## src/rtl/hilo_unit.sv

```systemverilog
// hilo_unit: HI/LO result holding unit.
// A two-entry FIFO buffers {high, low} result pairs from a producer. Entries
// retire in order into the architectural HI/LO registers when commit_en is
// high. Direct writes (mt_hi/mt_lo) land after the retire on the same edge.
//
// Handshake: a pair transfers on a rising edge where in_valid && in_ready.
// in_ready depends only on the registered occupancy (count < 2), never on
// in_valid or commit_en. The producer must hold in_high/in_low stable while
// in_valid is high and in_ready is low.
module hilo_unit #(
  parameter int WIDTH = 32
) (
  input  logic             clock,
  input  logic             reset_n,
  input  logic             in_valid,
  output logic             in_ready,
  input  logic [WIDTH-1:0] in_high,
  input  logic [WIDTH-1:0] in_low,
  input  logic             commit_en,
  input  logic             mt_hi,
  input  logic             mt_lo,
  input  logic [WIDTH-1:0] mt_data,
  input  logic             rd_sel,
  output logic [WIDTH-1:0] rd_data,
  output logic             busy,
  output logic [1:0]       pending_count
);

  logic [WIDTH-1:0] fifoHigh [2];
  logic [WIDTH-1:0] fifoLow  [2];
  logic             wrPtr;
  logic             rdPtr;
  logic [1:0]       countQ;
  logic [WIDTH-1:0] hiReg;
  logic [WIDTH-1:0] loReg;

  logic             doPush;
  logic             doPop;
  logic [1:0]       countNext;
  logic [WIDTH-1:0] hiNext;
  logic [WIDTH-1:0] loNext;

  // Handshake and retire qualifiers, plus next occupancy.
  always_comb begin
    in_ready  = (countQ != 2'd2);
    doPush    = in_valid && in_ready;
    doPop     = commit_en && (countQ != 2'd0);
    countNext = countQ;
    if (doPush && !doPop) begin
      countNext = countQ + 2'd1;
    end else if (!doPush && doPop) begin
      countNext = countQ - 2'd1;
    end
  end

  // Next HI/LO: retire first, then a direct write overrides its own half.
  always_comb begin
    hiNext = hiReg;
    loNext = loReg;
    if (doPop) begin
      hiNext = fifoHigh[rdPtr];
      loNext = fifoLow[rdPtr];
    end
    if (mt_hi) begin
      hiNext = mt_data;
    end
    if (mt_lo) begin
      loNext = mt_data;
    end
  end

  // FIFO storage, pointers, occupancy and architectural registers.
  always_ff @(posedge clock) begin
    if (!reset_n) begin
      fifoHigh[0] <= '0;
      fifoHigh[1] <= '0;
      fifoLow[0]  <= '0;
      fifoLow[1]  <= '0;
      wrPtr       <= 1'b0;
      rdPtr       <= 1'b0;
      countQ      <= 2'd0;
      hiReg       <= '0;
      loReg       <= '0;
    end else begin
      if (doPush) begin
        fifoHigh[wrPtr] <= in_high;
        fifoLow[wrPtr]  <= in_low;
        wrPtr           <= ~wrPtr;
      end
      if (doPop) begin
        rdPtr <= ~rdPtr;
      end
      countQ <= countNext;
      hiReg  <= hiNext;
      loReg  <= loNext;
    end
  end

  // Architectural read port and status; pending entries are not forwarded.
  always_comb begin
    rd_data       = rd_sel ? hiReg : loReg;
    pending_count = countQ;
    busy          = (countQ != 2'd0);
  end

endmodule

```

## config.mk

```make
export PLATFORM = sky130hd
export DESIGN_NAME = hilo_unit
export DESIGN_NICKNAME = d
export VERILOG_FILES = /design/src/rtl/hilo_unit.sv
export SDC_FILE = /design/constraint.sdc
export NUM_CORES = 1
export LEC_CHECK = 0
export ABC_CLOCK_PERIOD_IN_PS = 3700
export CAP_MARGIN = 25
export CORE_MARGIN = 4
export CORE_UTILIZATION = 50
export CTS_CLUSTER_SIZE = 10
export DETAILED_ROUTE_END_ITERATION = 16
export PLACE_DENSITY = 0.74
export SKIP_LAST_GASP = 1
export SLEW_MARGIN = 10
export SYNTH_ARGS = -nofsm -noshare
export SYNTH_HDL_FRONTEND = slang
export SYNTH_SLANG_ARGS = --single-unit
```

## constraint.sdc

```tcl
create_clock -name clock -period 3.7 [get_ports clock]
set_input_delay 0.37 -clock clock [delete_from_list [all_inputs] [get_ports clock]]
set_output_delay 0.37 -clock clock [all_outputs]
set_load 0.005 [all_outputs]
```

==> reports/results.ini <==
[sta]
drv_slew=0
max-slew-margin-rel_pct=29.8
grt_setup_unrepaired=no
tns_ns=0
worstMarginPinSlew_ns=1.05
period_needed_ns=2.32
whs_ns=0.483
period_share_pct=62.8
hold_viol=0
clock-skew-final_ns=0.00892
setup_violations=0
max_freq_mhz=430

[hold_path]
worstHoldStart=hiReg[15]
hold_path.class=reg2reg
whs_path_depth=1
hold_end=hiReg[15]

[floorplan]
start_util_pct=51.4
pin_count=139
chipWidth_um=139
die-area_um2=19400
core_area_um2=16800
dieHeight_um=139
rows=47

[logic_synthesis]
synth_top_area_cell=edfxtp_1
synth_seq_cells=197
postSynthAreaPerCell_um2=13.7
synthCells=631
netlist_area_um2=8620
synth.most_common_cell=and2_1
ys_seq_area_share_pct=60.6
yosysWarnings=0
synth_nets=735
synth_edf_count=128
synthTopCellsByCount=and2_1, edfxtp_1, dfxtp_1
synth_area_leaders=edfxtp_1, dfxtp_1, and2_1
synthFlopType=edfxtp_1
synth.top_cell.area_share_pct=44.6
ys_types=28
async_flop_share_pct=0

[place]
gp_congestion=0.793
hpwl_um=12100
portBuffers=138
place_inst=941

[clock_tree]
clk_pin_slew_ns=0.07
ctsHoldBuffers=0
htree_num_levels=4
cts.sinks=197
cts_root_buf=clkbuf_16
ctsLongestPathBuffers=2
cts_setup_buffers=0
clock_latency_ns=0.43
cts-buffers-inserted=17
cts_tree=built
cts.repair.resized=0

[drt]
ant_nets=0
routedWlPerCell_um=20.1
drt_iter0_drc=324
drt_wl_total_um=19600
vias=5521
drc=0
vias_per_cell=5.67
dr.pass1.iters=5

[critical_path]
worst_setup_path_start_kind=input port
crit_required_ns=3.33
critPathMaxFanout=32
worst_setup_path_end_kind=output pin
ff2ff_path_depth=3
critPathLaunch=rd_sel
timing.rr.start=pending_count[0]
rrSetupSlack_ns=1.60
r2r-end=fifoLow[1][17]
crit_type=in2out
arrival_ns=1.95

[global_route]
met1_usage_pct=26.3
busiest_layer=met2
grt_pass1_wl_um=31000
grt-ovfl-total=0
grt_max_degree=66
grtUsageMet2_pct=34.6
grt_pass1_vias=5738
antenna_found_initial=0
track_usage_pct=20.4
grt_use_met3_pct=4.46

[run_status]
status=completed

[flow_run]
maxCapViolations=0

[power_and_ir_drop]
p_leak_nw=3.79
ir_worst_vdd_v=0.000346
p_per_area_nw_per_um2=546

[layout]
post_layout_nonfiller_instances=973
area_growth_pct=22.3
fin_nets=844
drive_above_1_share_pct=10.8
num_antenna_cells=0

cells in the final DEF (no fill, tap or decap), types with 2 or more instances in the layout:
cell             Yosys  routed
nand2b_4             1       2
and2_1             134     133
a21oi_4              0       2
inv_4                0       2
mux2_2              29      29
clkdlybuf4s50_1      0     137
mux2_1               3       3
clkinv_4             0       2
dfxtp_1             69      68
edfxtp_1           128     128
a221o_1             64      64
xnor2_1              2       2
nor3_1              64      64
mux2i_1             64      64
a21boi_0             2       2
clkbuf_1             8       2
nand2b_2             0       2
buf_4               12       6
clkinv_2             0       3
clkinvlp_4           0       2
clkbuf_16            0      19
report_power, final:
group	switching, mW	internal (mW)
registers	0.155	2.66
clock network	0.790	0.960
logic	0.594	0.598
worst max-delay path by stage:
stage	endpoint	slack, ns	cells past startpoint
final	rd_data[0]	1.38	3
after global routing	rd_data[31]	1.32	3
after CTS	rd_data[0]	1.38	3
after detailed placement	fifoLow[1][13]	1.04	3
after global placement	loReg[14]	1.04	3
after floorplan	fifoHigh[1][0]	0.69	4
worst max-delay path: stages:
cell and delay [ns]:
buf_2 0.65, mux2_2 0.45, clkdlybuf4s50_1 0.47
flip-flops by register name (all words and copies together), names as in the netlist, named ones only:
name	count
fifoHigh	64
rdPtr	1
fifoLow	64
wrPtr	1
hiReg	32
loReg	32
pending_count	2
final cells by class:
type	instances	area (um2)
Clock buffer	22	497
Clock inverter	10	68.8
Timing Repair Buffer	145	1450
Tap cell	220	275
Sequential cell	197	5230
Multi-Input combinational cell	379	3020
Fill cell	1273	6220
kinds of logic (layout without fill, tap and decap cells):
kind of cell	after synthesis	in the layout	share of synthesized area, %
AOI/OAI and AO/OA	71	71	8.09
xor gates and xnor gates	3	3	0.305
adders and majority gates	1	1	0.145
buffers and inverters	55	177	4.88
DFF	197	197	60.6
muxes	96	96	11.6
and+or+nand+nor	208	208	14.3
per-stage QoR:
step | setup WS, ns | power (mW) | utilization (%) | area [um2]
2_1_floorplan | 0.689 | 3.62 | - | 8620
3_3_place_gp | 1.04 | 4.00 | 59.3 | 9940
3_5_place_dp | 1.04 | 4.05 | 59.5 | 9970
4_1_cts | 1.38 | 5.78 | 62.9 | 10500
5_1_grt | 1.32 | 5.99 | 62.9 | 10500
6_report | 1.38 | 5.75 | 62.9 | 10500
metal layers:
| metal | part of all wire, % | routed length, um | vias to the layer above |
|---|---|---|---|
| met5 | 0 | 0 | - |
| met4 | 1.3 | 252 | 0 |
| met3 | 6.0 | 1180 | 23 |
| met2 | 51 | 9910 | 206 |
| met1 | 42 | 8250 | 2700 |
| li1 | - | - | 2592 |
No activity file was read; power rests on OpenSTA's default activity.
